### config.mk
export PLATFORM = sky130hd
export DESIGN_NAME = need_decay_scheduler
export DESIGN_NICKNAME = d
export VERILOG_FILES = /design/src/rtl/need_sched_pkg.sv /design/src/rtl/need_decay_timer.sv /design/src/rtl/need_decay_scheduler.sv
export SDC_FILE = /design/constraint.sdc
export NUM_CORES = 1
export LEC_CHECK = 0
export ABC_AREA = 0
export BUFFER_PORTS_ARGS = -buffer_cell sky130_fd_sc_hd__buf_2
export CAP_MARGIN = 20
export CORE_UTILIZATION = 55
export CTS_BUF_LIST = sky130_fd_sc_hd__clkbuf_8
export CTS_CLUSTER_DIAMETER = 30
export DETAILED_ROUTE_END_ITERATION = 8
export GPL_TIMING_DRIVEN = 0
export PLACE_DENSITY_LB_ADDON = 0.08
export SLEW_MARGIN = 20
export SYNTH_ARGS = -nofsm -noshare
export SYNTH_HDL_FRONTEND = slang
export SYNTH_SLANG_ARGS = --single-unit
### constraint.sdc
create_clock -name clk_1Hz -period 3.4 [get_ports clk_1Hz]
set_input_delay 0.34 -clock clk_1Hz [delete_from_list [all_inputs] [get_ports clk_1Hz]]
set_output_delay 0.34 -clock clk_1Hz [all_outputs]
set_load 0.05 [all_outputs]
### src/rtl/need_sched_pkg.sv
// Shared constants, mode encodings and arbitration helpers for the need-decay scheduler.
package need_sched_pkg;

    localparam int unsigned STAT_W     = 4;
    localparam int unsigned NUM_STATS  = 3;
    localparam int unsigned ACCEL_STEP = 4;

    localparam int unsigned T_HAMBRE_DEF  = 15;
    localparam int unsigned T_ENERGIA_DEF = 20;
    localparam int unsigned T_DIVER_DEF   = 10;
    localparam int unsigned INC_DEF       = 3;
    localparam int unsigned CRIT_DEF      = 3;

    localparam logic [1:0] IDX_HAMBRE  = 2'd0;
    localparam logic [1:0] IDX_ENERGIA = 2'd1;
    localparam logic [1:0] IDX_DIVER   = 2'd2;

    typedef enum logic [1:0] {
        MODO_RUN   = 2'b00,
        MODO_SLEEP = 2'b01,
        MODO_DEAD  = 2'b10
    } modo_t;

    function automatic int unsigned tmax3(input int unsigned a, input int unsigned b,
                                          input int unsigned c);
        int unsigned m;
        m = (a > b) ? a : b;
        return (m > c) ? m : c;
    endfunction

    localparam int unsigned TMR_W = $clog2(tmax3(T_HAMBRE_DEF, T_ENERGIA_DEF, T_DIVER_DEF));

    // Next round-robin start after granting stat g.
    function automatic logic [1:0] rr_next(input logic [1:0] g);
        return (g == 2'd2) ? 2'd0 : 2'(g + 2'd1);
    endfunction

    // First pending stat found scanning upward (mod 3) from start.
    function automatic logic [1:0] rr_pick(input logic [2:0] req, input logic [1:0] start);
        logic [1:0]  pick;
        logic        found;
        int unsigned c;
        pick  = start;
        found = 1'b0;
        for (int unsigned k = 0; k < 3; k++) begin
            c = (32'(start) + k) % 3;
            if (!found && req[c]) begin
                pick  = 2'(c);
                found = 1'b1;
            end
        end
        return pick;
    endfunction

endpackage

### src/rtl/need_decay_timer.sv
// Per-stat decay period counter with a one-bit pending-event flag.
module need_decay_timer #(
    parameter int unsigned T  = 10,
    parameter int unsigned TW = 5
) (
    input  logic          clk_1Hz,
    input  logic          reset,
    input  logic          run,
    input  logic          clear,
    input  logic [TW-1:0] step,
    output logic          pend
);

    localparam int unsigned SW = TW + 1;

    logic [TW-1:0] cnt;
    logic [SW-1:0] cnt_sum_c;
    logic          event_c;

    // Wide sum so the period comparison cannot wrap.
    always_comb begin
        cnt_sum_c = {1'b0, cnt} + {1'b0, step};
        event_c   = run && (cnt_sum_c >= SW'(T));
    end

    // Counter advances only while running; a new event beats a same-edge clear.
    always_ff @(posedge clk_1Hz) begin
        if (reset) begin
            cnt  <= '0;
            pend <= 1'b0;
        end else if (run) begin
            if (event_c) begin
                cnt  <= '0;
                pend <= 1'b1;
            end else begin
                cnt <= cnt_sum_c[TW-1:0];
                if (clear) begin
                    pend <= 1'b0;
                end
            end
        end
    end

endmodule

### src/rtl/need_decay_scheduler.sv
// Pet need scheduler: three decay timers, one saturating update unit, RUN/SLEEP/DEAD FSM.
// Optional NEED_SCHED_ACCEL_EN adds input acelerar, which makes every timer step by 4.
module need_decay_scheduler
    import need_sched_pkg::*;
#(
    parameter int unsigned W         = STAT_W,
    parameter int unsigned T_HAMBRE  = T_HAMBRE_DEF,
    parameter int unsigned T_ENERGIA = T_ENERGIA_DEF,
    parameter int unsigned T_DIVER   = T_DIVER_DEF,
    parameter int unsigned INC       = INC_DEF,
    parameter int unsigned CRIT      = CRIT_DEF
) (
    input  logic         clk_1Hz,
    input  logic         reset,
    input  logic         req_comer,
    input  logic         req_jugar,
    input  logic         req_dormir,
`ifdef NEED_SCHED_ACCEL_EN
    input  logic         acelerar,
`endif
    output logic [W-1:0] hambre,
    output logic [W-1:0] energia,
    output logic [W-1:0] diversion,
    output logic [1:0]   modo,
    output logic [2:0]   critico,
    output logic         muerto,
    output logic         upd_valid,
    output logic [1:0]   upd_idx
);

    localparam int unsigned TW = tmax3(TMR_W,
        $clog2(tmax3(T_HAMBRE, T_ENERGIA, T_DIVER) + ACCEL_STEP), 1);
    localparam logic [W-1:0] STAT_MAX = {W{1'b1}};

    modo_t                         modo_q, modo_d;
    logic [NUM_STATS-1:0][W-1:0]   stat_q, stat_d;
    logic [1:0]                    rr_q;
    logic [2:0]                    pend;
    logic [2:0]                    clr_c;
    logic                          run_c;
    logic [TW-1:0]                 step_c;
    logic                          upd_c, grant_c, add_c, dead_c;
    logic [1:0]                    sel_c;
    logic [W-1:0]                  amt_c, cur_c, new_c;
    logic [W:0]                    sum_c;

    // Timers run in RUN and SLEEP; DEAD freezes counters and pend flags.
    always_comb begin
        run_c = (modo_q != MODO_DEAD);
`ifdef NEED_SCHED_ACCEL_EN
        step_c = acelerar ? TW'(ACCEL_STEP) : TW'(1);
`else
        step_c = TW'(1);
`endif
    end

    need_decay_timer #(.T(T_HAMBRE), .TW(TW)) u_tmr_hambre (
        .clk_1Hz (clk_1Hz),
        .reset   (reset),
        .run     (run_c),
        .clear   (clr_c[IDX_HAMBRE]),
        .step    (step_c),
        .pend    (pend[IDX_HAMBRE])
    );

    need_decay_timer #(.T(T_ENERGIA), .TW(TW)) u_tmr_energia (
        .clk_1Hz (clk_1Hz),
        .reset   (reset),
        .run     (run_c),
        .clear   (clr_c[IDX_ENERGIA]),
        .step    (step_c),
        .pend    (pend[IDX_ENERGIA])
    );

    need_decay_timer #(.T(T_DIVER), .TW(TW)) u_tmr_diver (
        .clk_1Hz (clk_1Hz),
        .reset   (reset),
        .run     (run_c),
        .clear   (clr_c[IDX_DIVER]),
        .step    (step_c),
        .pend    (pend[IDX_DIVER])
    );

    // Arbitration: feed, then play (RUN only), then round-robin over pending decay events.
    always_comb begin
        upd_c   = 1'b0;
        grant_c = 1'b0;
        add_c   = 1'b0;
        sel_c   = IDX_HAMBRE;
        amt_c   = '0;
        clr_c   = '0;
        if (modo_q != MODO_DEAD) begin
            if (req_comer) begin
                upd_c = 1'b1;
                sel_c = IDX_HAMBRE;
                add_c = 1'b1;
                amt_c = W'(INC);
            end else if (req_jugar && (modo_q == MODO_RUN)) begin
                upd_c = 1'b1;
                sel_c = IDX_DIVER;
                add_c = 1'b1;
                amt_c = W'(INC);
            end else if (|pend) begin
                upd_c   = 1'b1;
                grant_c = 1'b1;
                sel_c   = rr_pick(pend, rr_q);
                amt_c   = W'(1);
                add_c   = (modo_q == MODO_SLEEP) && (sel_c == IDX_ENERGIA);
                for (int unsigned i = 0; i < NUM_STATS; i++) begin
                    if (sel_c == 2'(i)) begin
                        clr_c[i] = 1'b1;
                    end
                end
            end
        end
    end

    // Saturating add/subtract on the selected stat.
    always_comb begin
        cur_c = '0;
        for (int unsigned i = 0; i < NUM_STATS; i++) begin
            if (sel_c == 2'(i)) begin
                cur_c = stat_q[i];
            end
        end
        sum_c = {1'b0, cur_c} + {1'b0, amt_c};
        if (add_c) begin
            new_c = sum_c[W] ? STAT_MAX : sum_c[W-1:0];
        end else begin
            new_c = (cur_c < amt_c) ? '0 : (cur_c - amt_c);
        end
        stat_d = stat_q;
        for (int unsigned i = 0; i < NUM_STATS; i++) begin
            if (upd_c && (sel_c == 2'(i))) begin
                stat_d[i] = new_c;
            end
        end
    end

    // Stat registers, round-robin pointer and update report.
    always_ff @(posedge clk_1Hz) begin
        if (reset) begin
            stat_q    <= {NUM_STATS{STAT_MAX}};
            rr_q      <= 2'd0;
            upd_valid <= 1'b0;
            upd_idx   <= 2'd0;
        end else begin
            stat_q    <= stat_d;
            upd_valid <= upd_c;
            if (upd_c) begin
                upd_idx <= sel_c;
            end
            if (grant_c) begin
                rr_q <= rr_next(sel_c);
            end
        end
    end

    // Mode state register.
    always_ff @(posedge clk_1Hz) begin
        if (reset) begin
            modo_q <= MODO_RUN;
        end else begin
            modo_q <= modo_d;
        end
    end

    // Mode transitions; starvation of both hambre and diversion wins over sleep toggling.
    always_comb begin
        modo_d = modo_q;
        dead_c = (stat_q[IDX_HAMBRE] == '0) && (stat_q[IDX_DIVER] == '0);
        case (modo_q)
            MODO_RUN: begin
                if (dead_c) begin
                    modo_d = MODO_DEAD;
                end else if (req_dormir) begin
                    modo_d = MODO_SLEEP;
                end
            end
            MODO_SLEEP: begin
                if (dead_c) begin
                    modo_d = MODO_DEAD;
                end else if (req_dormir || (stat_q[IDX_ENERGIA] == STAT_MAX)) begin
                    modo_d = MODO_RUN;
                end
            end
            MODO_DEAD: begin
                modo_d = MODO_DEAD;
            end
            default: begin
                modo_d = MODO_RUN;
            end
        endcase
    end

    // Outputs derived from registered state.
    always_comb begin
        hambre    = stat_q[IDX_HAMBRE];
        energia   = stat_q[IDX_ENERGIA];
        diversion = stat_q[IDX_DIVER];
        modo      = modo_q;
        muerto    = (modo_q == MODO_DEAD);
        for (int unsigned i = 0; i < NUM_STATS; i++) begin
            critico[i] = (stat_q[i] <= W'(CRIT));
        end
    end

endmodule
==> impl_metrics.env, run 1 <==
export IMPL_violations="negative setup slack"
export IMPL_ff2ff_setup_slack_ns=-0.1
export IMPL_antenna_found_initial=0
export IMPL_end_kind="flop"
export IMPL_diodes=0
export IMPL_grt_pass1_wl_um=9130
export IMPL_syn_to_final_growth_pct=26.4
export IMPL_ir_drop_mv=0.409
export IMPL_critical_path_arrival_ns=3.67
export IMPL_maxCapViolCount=0
export IMPL_syn_area_um2=2340
export IMPL_wl_um=5880
export IMPL_total_power_w=0.00116
export IMPL_final_nets=363
export IMPL_crit_type="reg2reg"
export IMPL_layout_drive_gt1_share=0.281
export IMPL_critPathMaxFanout=4
export IMPL_ys_seq_area_frac=0.317
export IMPL_htreeDepth=2
export IMPL_finalCriticalPeriod_ns=3.50
export IMPL_drcViolationCount=0
export IMPL_cts_reportedPaths_clkPinSlew_ns=0.08
export IMPL_clkLatencyLatePin_ns=0.29
export IMPL_yosysUniqueCellTypes=58
export IMPL_setup_ws_ns=-0.0990
export IMPL_hold_viol=0
export IMPL_fmaxAchievable_mhz=286
export IMPL_wl_per_cell_um=14.9
export IMPL_ant_nets=0
export IMPL_avgSynthCellArea_um2=8.01
export IMPL_io_pins=26
export IMPL_start_kind="flop"
export IMPL_syn_inst=292
export IMPL_cts_root_buf="clkbuf_8"
export IMPL_synth_top_flop_cell="dfxtp_1"
export IMPL_numCtsBuffers=5
export IMPL_die_area_um2=4520
export IMPL_track_usage=0.275
export IMPL_grt_setup_unrepaired="true"
export IMPL_fin_crit_sh=1.03
export IMPL_pre_cts_ws_ns=-0.266
export IMPL_cts_sinks=37
export IMPL_cts_tree="done"
export IMPL_slew_headroom=0.572
export IMPL_setup_violations=8
export IMPL_synth_edf_count=0
export IMPL_grt_max_degree=13
export IMPL_status="finished with violations"
export IMPL_chipHeight_um=67.2
export IMPL_clock_path_buffers=2
export IMPL_dr_pass1_iters=4
export IMPL_p_leak_nw=1.20
export IMPL_gr_total_overflow=0
export IMPL_mappedNetlistNets=311
export IMPL_core_um2=4030
export IMPL_port_buffers=25
export IMPL_slew_viol_final=0
export IMPL_grt_pass1_vias=1979
export IMPL_routabilityCongestion=0.859
export IMPL_floorplan_rows=23
export IMPL_vias_per_cell=5.94
export IMPL_powerDensity_nw_per_um2=392
export IMPL_worstHoldPathType="in2reg"
export IMPL_dieWidth_um=67.2
export IMPL_holdWs_ns=0.409
export IMPL_hold_buffers=0
export IMPL_yosysWarnings=0
export IMPL_cp_required_ns=3.57
export IMPL_floorplan_initialDensity=0.581
export IMPL_vias=2347
export IMPL_dp_hpwl_um=3970
export IMPL_worst_slew_pin_slew_ns=0.639
export IMPL_drt_iter0_drc=129
export IMPL_synthArstFlopShare=0
export IMPL_synth_seq_cells=37
export IMPL_finalClockSkew_ns=0.00508
-- final timing paths --
| path | from | to | depth (start not counted) |
|---|---|---|---|
| min reg2reg | upd_idx[1] | upd_idx[1] | 2 |
| max reg2reg | rr_q[0] | hambre[3] | 18 |
| max | rr_q[0] | hambre[3] | 18 |
| min | reset | energia[0] | 3 |
-- cell usage after synthesis, drive strengths merged, types with 3 or more instances --
cell type	n	area (um2)
o21ai	18	101
clkbuf	7	30.0
a21oi	26	134
a22oi	8	60.1
ha	12	150
inv	17	63.8
nor3	9	45.0
nor2	39	146
nand3	11	55.1
nor4	3	18.8
dfxtp	37	741
a31oi	4	25.0
o211ai	5	37.5
nand3b	6	45.0
buf	6	40.0
and3	7	43.8
mux2i	7	82.6
nand2	28	105
o31ai	4	30.0
a211oi	3	35.0
-- what timing repair did --
item,CTS,global route
setup buffers,15,4
endpoints found under the setup margin,12,12
resized for setup,15,8
pin swaps,16,11
gates cloned,1,0
-- cell usage in the layout (no fill, tap or decap), types with 4 or more instances in the layout --
master and instances:
inv_1 12, nand2_1 27, clkbuf_8 7, a22oi_1 8, and3_1 7, ha_1 8, a31oi_1 4, buf_2 27
clkbuf_1 6, buf_4 16, dfxtp_1 35, a21oi_1 25, o21ai_0 13, nor2_1 39, inv_2 5, mux2i_1 5
o211ai_1 5, nand3b_1 6, nor3_1 9, buf_6 7, nand3_1 11
-- flip-flops by register name, indices dropped and copies added, names as in the netlist --
signal	flops
u_tmr_hambre.cnt	5
u_tmr_diver.pend	1
diversion	4
u_tmr_diver.cnt	5
u_tmr_energia.pend	1
upd_valid	1
energia	4
u_tmr_hambre.pend	1
upd_idx	2
hambre	4
rr_q	2
modo	2
u_tmr_energia.cnt	5
-- routing by layer --
layer,part of all wire,global-route usage,up-vias
met1,0.47,0.361,1094
li1,-,-,1168
met2,0.46,0.436,78
met5,0,0,-
met3,0.053,0.0642,7
met4,0.017,0.101,0
-- final cells by class --
cell class,count,area [um2]
multi-input combinational,225,1610
fill,301,1070
sequential,37,746
timing repair buffer,45,284
clock buffer,7,96.3
buffer,13,83.8
inverter,17,63.8
tap,50,62.6
clock inverter,1,8.76
-- worst max-delay path, stage by stage, from the launching register on --
cell	delay, ns
dfxtp_4	0.36
inv_2	0.04
ha_4	0.22
buf_4	0.14
o21ai_0	0.16
o21ai_0	0.14
a221oi_2	0.26
a31oi_1	0.17
buf_6	0.16
and2_4	0.15
buf_4	0.13
nand2_1	0.07
o21ai_2	0.08
buf_4	0.14
fa_2	0.41
or3_1	0.31
mux2i_1	0.15
mux2_4	0.20
o211ai_1	0.09
-- stage by stage --
| step | area (um2) | cells | setup TNS (ns) | utilization |
|---|---|---|---|---|
| final | 2960 | 395 | -0.327 | 0.734 |
| after global routing | 2960 | 395 | -2.18 | 0.734 |
| after CTS | 2890 | 391 | -0.373 | 0.716 |
| after floorplan | 2410 | 292 | 0 | - |
| after detailed placement | 2600 | 367 | -2.37 | 0.645 |
| after global placement | 2600 | 367 | -1.84 | 0.645 |
-- where the power goes --
part	internal, W	total, W	switching [W]
registers	0.000456	0.000483	0.0000278
clock network	0.000187	0.000351	0.000164
logic	0.000136	0.000323	0.000188
total	0.000778	0.00116	0.000379
-- cell families (layout without fill, tap and decap cells) --
family / after synthesis / in the layout / share of synthesized area
compound gates: 85 / 85 / 0.254
xor+xnor: 2 / 2 / 0.00749
fa+ha+maj: 16 / 16 / 0.0909
buf+inv: 30 / 83 / 0.0572
flops: 37 / 37 / 0.317
mux: 9 / 9 / 0.0481
simple gates: 113 / 113 / 0.226
No activity file was read; power rests on OpenSTA's default activity.
==> run 2: changes to the inputs <==
--- a/config.mk
+++ b/config.mk
@@ -8,7 +8,7 @@
 export ABC_AREA = 0
 export BUFFER_PORTS_ARGS = -buffer_cell sky130_fd_sc_hd__buf_2
 export CAP_MARGIN = 20
-export CORE_UTILIZATION = 55
+export CORE_UTILIZATION = 57
 export CTS_BUF_LIST = sky130_fd_sc_hd__clkbuf_8
 export CTS_CLUSTER_DIAMETER = 30
 export DETAILED_ROUTE_END_ITERATION = 8
==> constraint.sdc (replaced) <==
create_clock -name clk_1Hz -period 3.45 [get_ports clk_1Hz]
set_input_delay 0.345 -clock clk_1Hz [delete_from_list [all_inputs] [get_ports clk_1Hz]]
set_output_delay 0.345 -clock clk_1Hz [all_outputs]
set_load 0.05 [all_outputs]
==> run 2 against run 1 <==
Compared with the run above:
- the run still ends with negative setup slack left
- largest cell class unchanged
- non-clock buffer count rose by 1
- largest power group unchanged
- highest routed layer unchanged
- cell count fell by 0.25%
- sequential share of layout area fell by 0.49 points
- total power rose by 3.0%
- register-to-register slack got worse by 0.07 ns
- count of clock-buffer cells in the layout fell by 1
- design area rose by 2.3%
- clock skew barely moved
==> impl_metrics.env, run 2 (synthesized netlist as in run 1, its figures left out) <==
export IMPL_vias=2401
export IMPL_use_met3=0.0552
export IMPL_cts_tree="done"
export IMPL_hold_viol=0
export IMPL_antenna_found_initial=0
export IMPL_critical_path_arrival_ns=3.79
export IMPL_hold_path_startpoint="reset"
export IMPL_wl_per_cell_um=16.6
export IMPL_grt_setup_unrepaired="true"
export IMPL_end_kind="flop"
export IMPL_fillerInstances=256
export IMPL_crit_top_cell="o211ai_1"
export IMPL_cts_reportedPaths_clkPinSlew_ns=0.08
export IMPL_crit_family="compound AO/OA/AOI/OAI gates"
export IMPL_diodes=0
export IMPL_dp_hpwl_um=4060
export IMPL_r2r_end="diversion[3]"
export IMPL_floorplan_initialDensity=0.616
export IMPL_drt_iter0_drc=164
export IMPL_numCtsBuffers=5
export IMPL_top_usage_layer="met2"
export IMPL_ant_nets=0
export IMPL_finalNonFillerCells=394
export IMPL_slew_headroom=0.487
export IMPL_floorplan_rows=22
export IMPL_multi_input_area_um2=1630
export IMPL_grt_pass1_wl_um=9650
export IMPL_grt_util_met2=0.506
export IMPL_critPathMaxFanout=5
export IMPL_wl_um=6550
export IMPL_crit_start="rr_q[1]"
export IMPL_ir_drop_mv=0.382
export IMPL_cts_sinks=37
export IMPL_start_kind="flop"
export IMPL_clock_path_buffers=2
export IMPL_layout_cells_most_common="nor2_1"
export IMPL_setup_violations=9
export IMPL_htreeDepth=2
export IMPL_final_nets=364
export IMPL_grt_pass1_vias=2085
export IMPL_holdWs_ns=0.416
export IMPL_met1_usage=0.376
export IMPL_track_usage=0.297
export IMPL_ff2ff_setup_slack_ns=-0.17
export IMPL_routabilityCongestion=0.870
export IMPL_syn_to_final_growth_pct=29.3
export IMPL_status="finished with violations"
export IMPL_p_leak_nw=1.23
export IMPL_hold_depth=3
export IMPL_port_buffers=25
export IMPL_gr_total_overflow=0
export IMPL_cp_slowest_stage_delay_ns=0.39
export IMPL_vias_per_cell=6.09
export IMPL_seqCellArea_um2=748
export IMPL_cp_endpoint="diversion[3]"
export IMPL_maxCapViolCount=0
export IMPL_finalClockSkew_ns=0.00541
export IMPL_layout_drive_gt1_share=0.289
export IMPL_powerDensity_nw_per_um2=394
export IMPL_r2r_start="rr_q[1]"
export IMPL_worst_slew_pin_slew_ns=0.765
export IMPL_grt_max_degree=12
export IMPL_reg_top3="u_tmr_diver.cnt x5, u_tmr_energia.cnt x5, u_tmr_hambre.cnt x5"
export IMPL_violations="negative setup slack"
export IMPL_crit_type="reg2reg"
export IMPL_chipHeight_um=66.1
export IMPL_dieWidth_um=66.1
export IMPL_setup_ws_ns=-0.168
export IMPL_dr_pass1_iters=4
export IMPL_cp_depth=15
export IMPL_crit_slowest_cell="fa_2"
export IMPL_place_inst=365
export IMPL_io_pins=26
export IMPL_critical_path_buf_inv_count=3
export IMPL_core_um2=3800
export IMPL_path_cells="ha_4, buf_8, o31ai_4, o211ai_1, a31oi_1, buf_6, mux2i_2, o21a_1, inv_1, ha_2, fa_2, or3_1, mux2i_1, mux2_4, o211ai_1"
export IMPL_reg2reg_depth=15
export IMPL_worstHoldPathType="in2reg"
export IMPL_cts_root_buf="clkbuf_8"
export IMPL_finalCriticalPeriod_ns=3.62
export IMPL_clkLatencyLatePin_ns=0.29
export IMPL_slew_viol_final=0
export IMPL_die_area_um2=4370
export IMPL_cp_required_ns=3.62
export IMPL_fmaxAchievable_mhz=276
export IMPL_drcViolationCount=0
export IMPL_fin_crit_sh=1.05
export IMPL_hold_buffers=0
export IMPL_layout_common_cells="nor2_1 (39), dfxtp_1 (35), nand2_1 (27), buf_2 (27), a21oi_1 (25)"
run 2: cell count changes in the layout (fill, tap and decap cells not counted), moves of 2 or more:
cell     previous run  this run
inv_4               0         2
o21ai_1             3         5
inv_2               5         2
o21ai_0            13        11
buf_6               7         5
run 2: area by class of cell:
type / instances / area share
clock inverter: 2 / 0.0112
inverter: 17 / 0.0244
tap: 48 / 0.0199
buffer: 13 / 0.0289
sequential: 37 / 0.247
clock buffer: 6 / 0.0273
timing repair buffer: 46 / 0.102
multi-input combinational: 225 / 0.539
run 2: worst min-delay path by stage:
stage and to:
6_report energia[0], 5_1_grt energia[0], 4_1_cts energia[0], 3_5_place_dp upd_idx[1], 3_3_place_gp upd_idx[1], 2_1_floorplan rr_q[1]
run 2: worst register-to-register path, cell delays in order, from the launching register on:
cell      delay (ns)
dfxtp_4         0.37
ha_4            0.27
buf_8           0.14
o31ai_4         0.20
o211ai_1        0.18
a31oi_1         0.37
buf_6           0.18
mux2i_2         0.21
o21a_1          0.17
inv_1           0.05
ha_2            0.20
fa_2            0.39
or3_1           0.31
mux2i_1         0.14
mux2_4          0.20
o211ai_1        0.10
run 2: per-stage QoR:
step	setup slack, ns	TNS [ns]	instance area (um2)	util	power (W)
final	-0.168	-1.06	3030	0.796	0.00119
after global placement	-0.222	-1.64	2590	0.681	0.000738
after global routing	-0.289	-2.33	3030	0.796	0.00124
after detailed placement	-0.288	-2.40	2590	0.681	0.000745
after floorplan	0.00736	0	2400	-	0.000688
after CTS	-0.0224	-0.0804	2900	0.763	0.00117
run 2: power by group:
part	internal (W)	switching, W
Clock	0.000233	0.000158
Combinational	0.000132	0.000195
Sequential	0.000448	0.0000263
Total	0.000813	0.000379
run 2: layer usage:
metal	share of wire	routed length, um
met1	0.43	2820
met2	0.49	3240
met3	0.051	334
met4	0.024	157
met5	0	0
run 2: what timing repair did:
item	in CTS	in global routing
cloned	2	0
setup endpoints to repair	12	12
hold endpoints to repair	0	0
pin swaps	13	19
gates resized for setup	23	14
buffers inserted	10	9
==> run 3: changes to the inputs <==
--- a/config.mk
+++ b/config.mk
@@ -8,6 +8,7 @@
 export ABC_AREA = 0
 export BUFFER_PORTS_ARGS = -buffer_cell sky130_fd_sc_hd__buf_2
 export CAP_MARGIN = 20
+export CORE_ASPECT_RATIO = 1.2
 export CORE_UTILIZATION = 57
 export CTS_BUF_LIST = sky130_fd_sc_hd__clkbuf_8
 export CTS_CLUSTER_DIAMETER = 30
==> run 3 against run 2 <==
Compared with the run above:
- the flow still finishes with violations (negative setup slack)
- largest power group unchanged
- worst hold slack worse by 0.017 ns
- cell count stayed put
- combinational power decreased by 3%
- register-to-register slack improved by 0.05 ns
- highest routed layer unchanged
- clock power is 18% higher
==> impl_metrics.env, run 3 (synthesized netlist as in run 1, its figures left out) <==
export IMPL_start_kind="flop"
export IMPL_p_leak_nw=1.21
export IMPL_io_pins=26
export IMPL_wl_um=6090
export IMPL_end_kind="flop"
export IMPL_finalNonFillerCells=394
export IMPL_ant_nets=0
export IMPL_clkLatencyLatePin_ns=0.29
export IMPL_htreeDepth=2
export IMPL_grt_setup_unrepaired="true"
export IMPL_drt_iter0_drc=110
export IMPL_grt_pass1_vias=2151
export IMPL_drcViolationCount=0
export IMPL_finalCriticalPeriod_ns=3.57
export IMPL_powerDensity_nw_per_um2=414
export IMPL_dp_hpwl_um=4130
export IMPL_fmaxAchievable_mhz=280
export IMPL_finalClockSkew_ns=0.00960
export IMPL_setup_violations=6
export IMPL_vias=2336
export IMPL_die_area_um2=4370
export IMPL_floorplan_rows=25
export IMPL_maxCapViolCount=0
export IMPL_ir_drop_mv=0.324
export IMPL_cts_reportedPaths_clkPinSlew_ns=0.09
export IMPL_slew_viol_final=0
export IMPL_port_buffers=25
export IMPL_status="finished with violations"
export IMPL_place_inst=371
export IMPL_track_usage=0.298
export IMPL_pre_cts_ws_ns=-0.346
export IMPL_core_um2=3940
export IMPL_chipHeight_um=72.2
export IMPL_hold_viol=0
export IMPL_layout_drive_gt1_share=0.271
export IMPL_dr_pass1_iters=4
export IMPL_dieWidth_um=60.5
export IMPL_fin_crit_sh=1.03
export IMPL_diodes=0
export IMPL_critPathMaxFanout=9
export IMPL_hold_buffers=0
export IMPL_crit_type="reg2reg"
export IMPL_antenna_found_initial=0
export IMPL_syn_to_final_growth_pct=29.5
export IMPL_final_nets=358
export IMPL_layout_cells_most_common="nor2_1"
export IMPL_reg_top3="u_tmr_diver.cnt x5, u_tmr_energia.cnt x5, u_tmr_hambre.cnt x5"
export IMPL_floorplan_initialDensity=0.594
export IMPL_wl_per_cell_um=15.4
export IMPL_worst_slew_pin_slew_ns=0.718
export IMPL_critical_path_arrival_ns=3.73
export IMPL_routabilityCongestion=0.822
export IMPL_worstHoldPathType="in2reg"
export IMPL_violations="negative setup slack"
export IMPL_cts_tree="done"
export IMPL_clock_path_buffers=2
export IMPL_setup_ws_ns=-0.121
export IMPL_cts_root_buf="clkbuf_8"
export IMPL_layout_common_cells="nor2_1 (39), dfxtp_1 (35), nand2_1 (28), buf_2 (26), a21oi_1 (25)"
export IMPL_grt_max_degree=14
export IMPL_vias_per_cell=5.93
export IMPL_grt_pass1_wl_um=9780
export IMPL_numCtsBuffers=5
export IMPL_gr_total_overflow=0
export IMPL_cts_sinks=37
export IMPL_cp_required_ns=3.61
export IMPL_slew_headroom=0.519
## run 3: cell types whose count changed in the layout (fill, tap and decap cells not counted), moves of 2 or more
cell     before  now
buf_4        17   10
buf_6         5    7
inv_1        13   15
inv_4         2    0
mux2i_4       1    3
o21ai_1       5    3
## run 3: worst paths after layout
check,from,to,slack [ns],cells after the start
worst min-delay path,reset,energia[0],0.40,3
worst min register to register,upd_idx[1],upd_idx[1],0.47,2
worst max register to register,rr_q[1],energia[3],-0.12,19
worst max-delay path,rr_q[1],energia[3],-0.12,19
## run 3: what timing repair did
item	CTS	global route
buffers inserted	11	3
pin swaps	18	8
setup endpoints to repair	12	12
gates cloned	1	0
gates resized for setup	26	7
## run 3: through the flow
step	cell area, um2	power, W	hold WS (ns)	TNS (ns)	utilization
after floorplan	2400	0.000688	0.467	0	-
after global placement	2590	0.000741	0.458	-2.57	0.658
after detailed placement	2590	0.000750	0.465	-3.39	0.658
after CTS	2970	0.00125	0.399	-0.647	0.753
after global routing	3030	0.00131	0.426	-1.59	0.769
final	3030	0.00126	0.399	-0.480	0.769
## run 3: worst max-delay path: stages, from the launching register on
cell	delay [ns]
dfxtp_2	0.34
inv_1	0.13
ha_4	0.16
buf_6	0.13
inv_2	0.06
a21o_2	0.21
o211ai_1	0.24
a31oi_2	0.15
buf_6	0.16
buf_6	0.11
and2_4	0.15
nand2_1	0.06
o21a_1	0.14
inv_1	0.05
ha_2	0.19
fa_2	0.40
or3_1	0.32
mux2i_1	0.14
mux2_4	0.20
o211ai_1	0.09
## run 3: metal layers
metal,GRT usage,vias to the layer above,part of all wire
li1,-,1145,-
met1,0.350,1095,0.42
met2,0.498,79,0.50
met3,0.0624,17,0.047
met4,0.157,0,0.027
met5,0,-,0
## run 3: layout make-up
type / count / area, um2
Buffer: 13 / 93.8
Clock buffer: 5 / 68.8
Clock inverter: 3 / 68.8
Fill cell: 298 / 911
Inverter: 17 / 63.8
Multi-Input combinational cell: 225 / 1650
Sequential cell: 37 / 746
Tap cell: 54 / 67.6
Timing Repair Buffer: 40 / 273
## run 3: where the power goes
| group | switching [W] | internal (W) |
|---|---|---|
| sequential | 0.0000288 | 0.000449 |
| clock | 0.000169 | 0.000291 |
| combinational | 0.000188 | 0.000130 |
